--- src/rtl/RS5_pkg.sv ---
// Shared RS5 core types: instruction classes, atomic sub-operations and AMO controller states.
package RS5_pkg;

   typedef enum logic [3:0] {
      NOP, LUI, ADD, LOAD, STORE, BRANCH, LR_W, SC_W, AMO_W
   } iType_e;

   typedef enum logic [3:0] {
      AMONOP, AMOSWAP, AMOADD, AMOXOR, AMOAND, AMOOR,
      AMOMIN, AMOMAX, AMOMINU, AMOMAXU
   } iTypeAtomic_e;

   typedef enum logic [1:0] {
      A_IDLE, A_READ, A_WRITE, A_DONE
   } amo_states_e;

endpackage

--- src/rtl/amo_alu.sv ---
// Combinational read-modify-write function for AMO_W: new value from old memory word and rs2.
module amo_alu
   import RS5_pkg::*;
(
   input  iTypeAtomic_e op,
   input  logic [31:0]  old,
   input  logic [31:0]  rs2,
   output logic [31:0]  new_val
);

   logic signed_lt;
   logic unsigned_lt;

   always_comb begin
      signed_lt   = $signed(old) < $signed(rs2);
      unsigned_lt = old < rs2;
      new_val     = old;
      case (op)
         AMOSWAP: new_val = rs2;
         AMOADD:  new_val = old + rs2;
         AMOXOR:  new_val = old ^ rs2;
         AMOAND:  new_val = old & rs2;
         AMOOR:   new_val = old | rs2;
         AMOMIN:  new_val = signed_lt   ? old : rs2;
         AMOMAX:  new_val = signed_lt   ? rs2 : old;
         AMOMINU: new_val = unsigned_lt ? old : rs2;
         AMOMAXU: new_val = unsigned_lt ? rs2 : old;
         default: new_val = old;
      endcase
   end

endmodule

--- src/rtl/amo_controller.sv ---
// Atomic memory operation sequencer (LR_W / SC_W / AMO_W) with a single reservation register.
// LR/SC support and the reservation exist only when RS5_AMO_LRSC_EN is defined.
//
//   state   | meaning
//   A_IDLE  | waiting for start_i; only state where a request is accepted
//   A_READ  | memory read outstanding (LR_W, AMO_W)
//   A_WRITE | memory write outstanding (AMO_W new value, SC_W store)
//   A_DONE  | one-cycle completion, result/flags valid
module amo_controller
   import RS5_pkg::*;
#(
   parameter int RESV_GRANULE_LSB = 2
)(
   input  logic         clk,
   input  logic         reset_n,
   input  logic         start_i,
   input  iType_e       instruction_operation_i,
   input  iTypeAtomic_e atomic_operation_i,
   input  logic [31:0]  address_i,
   input  logic [31:0]  rs2_data_i,
   output logic         mem_req_o,
   output logic         mem_we_o,
   output logic [31:0]  mem_addr_o,
   output logic [31:0]  mem_wdata_o,
   input  logic         mem_ready_i,
   input  logic [31:0]  mem_rdata_i,
   input  logic         snoop_we_i,
   input  logic [31:0]  snoop_addr_i,
   input  logic         flush_i,
   output logic         busy_o,
   output logic         done_o,
   output logic         illegal_o,
   output logic         misaligned_o,
   output logic [31:0]  result_o
);

   amo_states_e  state, next_state;
   iType_e       op_q;
   iTypeAtomic_e aop_q;
   logic [31:0]  addr_q, rs2_q, data_q, alu_new;
   logic         illegal_q, misaligned_q;
   logic         accept, abort, read_done;
   logic         req_legal, req_misaligned, sc_success;
   logic         unused_snoop;

   assign accept         = (state == A_IDLE) && start_i && !flush_i;
   assign abort          = flush_i && ((state == A_IDLE) || (state == A_READ));
   assign read_done      = (state == A_READ) && mem_ready_i && !flush_i;
   assign req_misaligned = address_i[1:0] != 2'b00;
   assign unused_snoop   = ^{snoop_we_i, snoop_addr_i};

`ifdef RS5_AMO_LRSC_EN
   logic                         resv_valid;
   logic [31:RESV_GRANULE_LSB]   resv_addr;
   logic                         snoop_hit;

   assign snoop_hit  = snoop_we_i && resv_valid &&
                       (snoop_addr_i[31:RESV_GRANULE_LSB] == resv_addr);
   // A snoop landing in the same cycle as SC accept must make the SC fail.
   assign sc_success = resv_valid && !snoop_hit &&
                       (address_i[31:RESV_GRANULE_LSB] == resv_addr);
   assign req_legal  = ((instruction_operation_i == AMO_W) && (atomic_operation_i != AMONOP)) ||
                       (instruction_operation_i == LR_W) || (instruction_operation_i == SC_W);

   always_ff @(posedge clk) begin
      if (!reset_n) begin
         resv_valid <= 1'b0;
         resv_addr  <= '0;
      end else if (abort) begin
         resv_valid <= 1'b0;
      end else if (read_done && (op_q == LR_W)) begin
         resv_valid <= 1'b1;
         resv_addr  <= addr_q[31:RESV_GRANULE_LSB];
      end else if (snoop_hit || (accept && (instruction_operation_i == SC_W))) begin
         resv_valid <= 1'b0;
      end
   end
`else
   logic unused_lrsc;

   assign unused_lrsc = snoop_addr_i[RESV_GRANULE_LSB];
   assign sc_success  = 1'b0;
   assign req_legal   = (instruction_operation_i == AMO_W) && (atomic_operation_i != AMONOP);
`endif

   amo_alu u_alu (
      .op      (aop_q),
      .old     (data_q),
      .rs2     (rs2_q),
      .new_val (alu_new)
   );

   always_ff @(posedge clk) begin
      if (!reset_n) state <= A_IDLE;
      else          state <= next_state;
   end

   always_comb begin
      next_state   = state;
      busy_o       = state != A_IDLE;
      mem_req_o    = (state == A_READ) || (state == A_WRITE);
      mem_we_o     = state == A_WRITE;
      mem_addr_o   = 32'd0;
      mem_wdata_o  = 32'd0;
      done_o       = state == A_DONE;
      result_o     = 32'd0;
      illegal_o    = 1'b0;
      misaligned_o = 1'b0;

      case (state)
         A_IDLE: begin
            if (accept) begin
               if (!req_legal || req_misaligned)
                  next_state = A_DONE;
               else if (instruction_operation_i == SC_W)
                  next_state = sc_success ? A_WRITE : A_DONE;
               else
                  next_state = A_READ;
            end
         end
         A_READ: begin
            mem_addr_o = addr_q;
            if (flush_i)
               next_state = A_IDLE;
            else if (mem_ready_i)
               next_state = (op_q == LR_W) ? A_DONE : A_WRITE;
         end
         A_WRITE: begin
            mem_addr_o  = addr_q;
            mem_wdata_o = (op_q == SC_W) ? rs2_q : alu_new;
            if (mem_ready_i)
               next_state = A_DONE;
         end
         A_DONE: begin
            result_o     = data_q;
            illegal_o    = illegal_q;
            misaligned_o = misaligned_q;
            next_state   = A_IDLE;
         end
         default: next_state = A_IDLE;
      endcase
   end

   // data_q holds the SC status after accept, then the old memory word once the read returns.
   always_ff @(posedge clk) begin
      if (!reset_n) begin
         op_q         <= NOP;
         aop_q        <= AMONOP;
         addr_q       <= 32'd0;
         rs2_q        <= 32'd0;
         data_q       <= 32'd0;
         illegal_q    <= 1'b0;
         misaligned_q <= 1'b0;
      end else if (accept) begin
         op_q         <= instruction_operation_i;
         aop_q        <= atomic_operation_i;
         addr_q       <= address_i;
         rs2_q        <= rs2_data_i;
         illegal_q    <= !req_legal;
         misaligned_q <= req_legal && req_misaligned;
         data_q       <= (req_legal && !req_misaligned && (instruction_operation_i == SC_W) &&
                          !sc_success) ? 32'd1 : 32'd0;
      end else if (read_done) begin
         data_q <= mem_rdata_i;
      end
   end

endmodule
--- config.mk ---
export PLATFORM = sky130hd
export DESIGN_NAME = amo_controller
export DESIGN_NICKNAME = d
export VERILOG_FILES = /design/src/rtl/RS5_pkg.sv /design/src/rtl/amo_alu.sv /design/src/rtl/amo_controller.sv
export SDC_FILE = /design/constraint.sdc
export NUM_CORES = 1
export LEC_CHECK = 0
export ABC_AREA = 1
export CORE_MARGIN = 2
export CORE_UTILIZATION = 42
export CTS_CLUSTER_SIZE = 16
export DETAILED_ROUTE_END_ITERATION = 7
export GPL_TIMING_DRIVEN = 0
export PLACE_DENSITY_LB_ADDON = 0.12
export SETUP_SLACK_MARGIN = 0.1
export SYNTH_ARGS = -nofsm -noshare
export SYNTH_HDL_FRONTEND = slang
export SYNTH_SLANG_ARGS = --single-unit
--- constraint.sdc ---
create_clock -name clk -period 6.59 [get_ports clk]
set_input_delay 1.318 -clock clk [delete_from_list [all_inputs] [get_ports clk]]
set_output_delay 1.318 -clock clk [all_outputs]
set_load 0.02 [all_outputs]
# == Yosys cells after proc, flatten, opt, wreduce, memory -nomap -nowiden ==
# Index checks and enable logic that the tools add are counted.
# word_totals
ff_bits,108
elab_cells,75
in_bits,142
# op_classes
reduce_logical,20
n_eq_ne,19
magnitude_cmp,2
n_addsub,1
n_bitwise,3
mux,22
# op_table
op,count
two-way mux 32 bit,10
case mux 32 bit (9 select lines),1
< comparator 32 bit,2
adder 32 bit,1
bitwise AND 32 bit,1
bitwise OR 32 bit,1
XOR 32 bit,1
== test 4 x 3 -> 1 bit (second input constant),7
== test 4 bit (second input constant),3
two-way mux 2 bit,6
== test 4 x 2 -> 1 bit (second input constant),2
logical AND 1 bit,8
case mux 2 bit (4 select lines),1
nonzero test 2 bit,3
== test 2 bit (second input constant),2
== test 4 x 1 -> 1 bit (second input constant),1
two-way mux 1 bit,4
nonzero test 4 bit,1
logical NOT 1 bit,3
inequality test 3 bit (second input constant),1
AND reduction 3 bit,1
== test 2 x 1 -> 1 bit (second input constant),1
logical NOT 2 bit,1
logical OR 1 bit,2
other kinds (3),3

# == Depth between registers and ports, before layout ==
# depth
ltp_word,7
depth_mapped,21

# == Modules after synthesis ==
# A second synthesis with hierarchy kept.
# unflattened
hier_cells,2206
area_unflattened_um2,12071.6
# by_module_without_submodules
mod,seq_area_each_um2,instances,area_each_um2,cells_each
amo_alu,0.0,1,7146.9,1451
amo_controller,2162.1,1,4924.7,755

# == Worst setup path after synthesis ==
# OpenSTA, ideal clock, no wires.
# synth_path
path_kind,register to output
startpoint,register rs2_q[31]
endpoint,output mem_wdata_o[10]
arrival_time_ns,2.665
n_path_buf,1
path_slack_ns,2.607
stages_incl_launch_ff,18
required_ns,5.272
cell_sequence,dfxtp_1 > inv_1 > ha_1 > nor2_1 > nand3_1 > nor2_2 > and3_1 > nand2_2 > nand2_2 > nand2_1 > nand2_1 > nand2_1 > nand2_2 > buf_4 > nand2_1 > nand2_1 > o21ai_1 > a21oi_1
# synth_between
elab_chain_len,5
word_cells_on_any_way,9
cone_classes,2 x order compare; 7 x mux
# synth_lines
element,line_no,source
"start, declared",amo_controller.sv:40,"logic [31:0] addr_q, rs2_q, data_q, alu_new;"
"start signal, assigned",amo_controller.sv:158,rs2_q <= rs2_data_i;
< comparator 32 bit (on tied branches),"amo_alu.sv:16, amo_alu.sv:15",
two-way mux 32 bit (on tied branches),--,
case mux 32 bit (9 select lines) *,amo_alu.sv:18,case (op)
two-way mux 32 bit *,amo_controller.sv:130,mem_wdata_o = (op_q == SC_W) ? rs2_q : alu_new;
two-way mux 32 bit *,amo_controller.sv:110,case (state)
"end, declared",amo_controller.sv:24,"output logic [31:0] mem_wdata_o,"
# Mark *: on every way between the ends. The rest lies on a longest branch, timed or not.

# == Final worst setup path ==
# layout_path
startpoint,register data_q[25]
endpoint,output mem_wdata_o[0]
# layout_between
elab_chain_len,5
word_cells_on_any_way,9
cone_classes,2 x order compare; 7 x mux
# layout_lines
element,line_no,source
"start, declared",amo_controller.sv:40,
"start signal, assigned",amo_controller.sv:161,data_q <= (req_legal && !req_misaligned && (instruction_operation_i == SC_W) &&
"start signal, assigned",amo_controller.sv:164,data_q <= mem_rdata_i;
< comparator 32 bit (on tied branches),"amo_alu.sv:16, amo_alu.sv:15",
two-way mux 32 bit (on tied branches),--,
case mux 32 bit (9 select lines) *,amo_alu.sv:18,
two-way mux 32 bit *,amo_controller.sv:130,
two-way mux 32 bit *,amo_controller.sv:110,
# Marks and branches as above.

==> impl_metrics.py <==
metrics = {
    "setup_path": {
        "critPathRequiredTime_ps": 5270,
        "crit_top_cell": "nand2_1",
        "r2r_end": "data_q[13]",
        "arrival_ps": 4700,
        "critical_path_class": "reg -> out",
        "path_delay_family": "buffers and inverters",
        "rr_worst_depth": 7,
        "cp-end-kind": "output port",
        "crit_path_max_fanout": 10,
        "cp_slowest_cell": "clkdlybuf4s50_1",
        "startpoint_type": "register",
        "rrSetupSlack_ps": 3800,
        "max_stage_delay_ps": 670,
        "r2r-start": "state[0]",
        "path_buf_inv": 4,
        "crit_chain": "inv_1 > ha_1 > nor2_1 > o21ai_0 > nand2_1 > nand2_1 > nand2_1 > a21oi_4 > nand2_2 > buf_6 > nand2_4 > nand2_2 > nand2_2 > buf_4 > nand2_1 > nand2_1 > o21ai_1 > a21oi_1 > clkdlybuf4s50_1",
    },
    "clocking": {
        "clk_latency_ps": 370,
        "cts_buffers": 9,
        "clockBufferDepth": 2,
        "ctsResizeCount": 0,
        "clk_pin_slew_ps": 90,
        "clock_sinks": 108,
        "postCtsSetupRepairBufs": 0,
        "cts_root_buffer": "clkbuf_16",
        "h-tree-depth": 3,
        "holdBufCountCts": 0,
        "cts_tree": "built",
    },
    "worst_hold_path": {
        "min_path_cells": 2,
        "hp-class": "reg -> reg",
        "holdPathEnd": "op_q[2]",
        "holdCritStartpoint": "op_q[2]",
    },
    "cells_and_area": {
        "num_antenna_cells": 0,
        "layout.nets": 2295,
        "final_area_mm2": 0.0135,
        "syn_to_final_growth_pct": 26.3,
        "mostFrequentLayoutCells": "nand2_1 (423), inv_1 (224), clkdlybuf4s50_1 (210)",
        "layout-drive-gt1-share_pct": 3.94,
        "final_cells": 2386,
        "layout_commonest_cell": "nand2_1",
    },
    "logic_synthesis": {
        "ys_ff_latch": 108,
        "netlist.area_leader.share_pct": 20.2,
        "yosys.cell_types.count": 44,
        "synth_nets": 2074,
        "synth_edf_count": 0,
        "yosys_warnings": 0,
        "yosysTopAreaCell": "dfxtp_1",
        "seq_area_frac_synth_pct": 20.2,
        "synth_area_mm2": 0.0107,
        "synth-async-reset-ratio_pct": 0,
        "synth_cells": 1830,
        "syn_area_per_cell_um2": 5.86,
        "ys_top_cells_by_area": "dfxtp_1 (20%), nand2_1 (15%), ha_1 (12%), nand3_1 (9.5%), a21oi_1 (9.2%)",
        "synth_ff_type": "dfxtp_1",
    },
    "sta": {
        "maxSlewHeadroom_pct": 2.24,
        "fin_crit_sh_pct": 91.3,
        "rsz0062_at_grt": "false",
        "hold_viol_final": 0,
        "fin_crit_ps": 6020,
        "worst_pin_slew_ps": 1460,
        "clock_skew_ps": 11.0,
        "setup_viol": 0,
        "finalMaxSlewViolations": 0,
        "setup_tns_ps": 0,
        "fmax_mhz": 166,
        "fin_ws_ps": 574,
    },
    "global_route": {
        "grt_max_degree": 22,
        "grtUsageMet1_pct": 49.7,
        "grt.overflow.total": 0,
        "busiest_layer": "met2",
        "grt_pass1_wl_um": 73800,
        "grtUsageMet3_pct": 8.11,
        "grt_antenna_before_repair": 0,
        "grt_util_met2_pct": 55.9,
        "grt_util_all_layers_pct": 36.1,
        "first_global_vias": 12900,
    },
    "route": {
        "via_count": 13700,
        "drc_errors": 1,
        "viasPerCell": 5.73,
        "drt_iter0_drc": 1698,
        "wl_um": 48900,
        "wire_per_inst_um": 20.5,
        "route.antenna.remaining_nets": 0,
        "dr.pass1.iters": 8,
    },
    "die": {
        "rows": 58,
        "fp.dieW_um": 164,
        "io_pins": 244,
        "die_area_mm2": 0.0268,
        "die_h_um": 164,
        "core-area_mm2": 0.0251,
        "initial_core_util_pct": 42.7,
    },
    "placement": {
        "dpl-instance-area_mm2": 0.0132,
        "dp_cells": 2370,
        "gp_congestion": 1.02,
        "place_worst_setup_slack_ps": 1230,
        "hpwl_um": 38500,
        "port_buffers": 210,
    },
    "pwr": {
        "ir_drop_mv": 0.203,
        "p_per_area_mw_per_mm2": 311,
        "p_leak_nw": 5.97,
        "fin_total_pwr_mw": 4.22,
    },
    "job": {
        "drv_cap": 0,
    },
    "status": {
        "violations": "design-rule violations",
        "run_status": "finished, violations left",
    },
}
[report_power, final]
group	switching (mW)	internal (mW)	leakage, nW
registers	0.117	0.758	0.884
logic	1.87	0.883	4.94
clock network	0.319	0.272	0.146
[cell usage after synthesis (2+ instances only)]
library cell	n
nand3_1	204
dfxtp_1	108
o21bai_1	4
nand2_2	8
a311oi_1	2
inv_1	224
a211oi_1	18
a21oi_1	197
a31oi_1	2
nand2_1	423
buf_4	4
nor2_1	167
o21ai_1	16
nor4_1	3
buf_1	4
o21ai_0	141
nand3b_1	2
a21o_1	4
clkbuf_1	75
nand2_4	2
or2_2	35
inv_2	5
buf_2	4
nor2_2	2
o211ai_1	2
nor3_2	2
nor3_1	18
o22ai_1	14
ha_1	101
nand4_1	21
a221oi_1	4
o21a_1	2
[kinds of logic after synthesis]
| family | synth area share (%) |
|---|---|
| simple gates | 35.9 |
| compound gates | 20.5 |
| buf+inv | 11.4 |
| flops | 20.2 |
| fa+ha+maj | 12.0 |
| xor+xnor | 0.0817 |
[sequential cells by signal, indices dropped and copies added (netlist names)]
signal        flops
rs2_q            32
aop_q             4
op_q              4
state             2
misaligned_q      1
addr_q           32
data_q           32
illegal_q         1
[worst min-delay path: cells and delay by family (launching register included)]
family / cells / cell delay, ps
flops: 1 / 310
buf+inv: 1 / 60
compound gates: 1 / 60
[per-stage QoR]
stage / hold slack, ps / util [%]
floorplan: 430 / -
global placement: 447 / 52.7
detailed placement: 452 / 52.7
CTS: 466 / 53.9
global route: 493 / 53.9
finish: 469 / 53.9
[worst max-delay path by stage]
stage / startpoint / endpoint / slack [ps] / cells past startpoint
2_1_floorplan: rs2_q[31] / mem_wdata_o[10] / 2610 / 17
3_3_place_gp: data_q[25] / mem_wdata_o[0] / 1180 / 19
3_5_place_dp: data_q[25] / mem_wdata_o[0] / 1230 / 19
4_1_cts: data_q[25] / mem_wdata_o[0] / 810 / 19
5_1_grt: data_q[5] / mem_wdata_o[0] / 460 / 22
6_report: data_q[25] / mem_wdata_o[0] / 570 / 19
[final cells by class]
cell class / instances / area [um2]
Fill cell: 2645 / 11600
Multi-Input combinational cell: 1404 / 7330
Sequential cell: 108 / 2160
Timing Repair Buffer: 210 / 2100
Inverter: 230 / 863
Tap cell: 330 / 413
Buffer: 88 / 358
Clock buffer: 9 / 225
Clock inverter: 7 / 80.1
[metal layers]
metal / up-vias / wire, um
li1: 6441 / -
met1: 6334 / 21000
met2: 782 / 21200
met3: 113 / 5270
met4: 0 / 1430
met5: - / 0
Power figures use the tool's default switching activity.
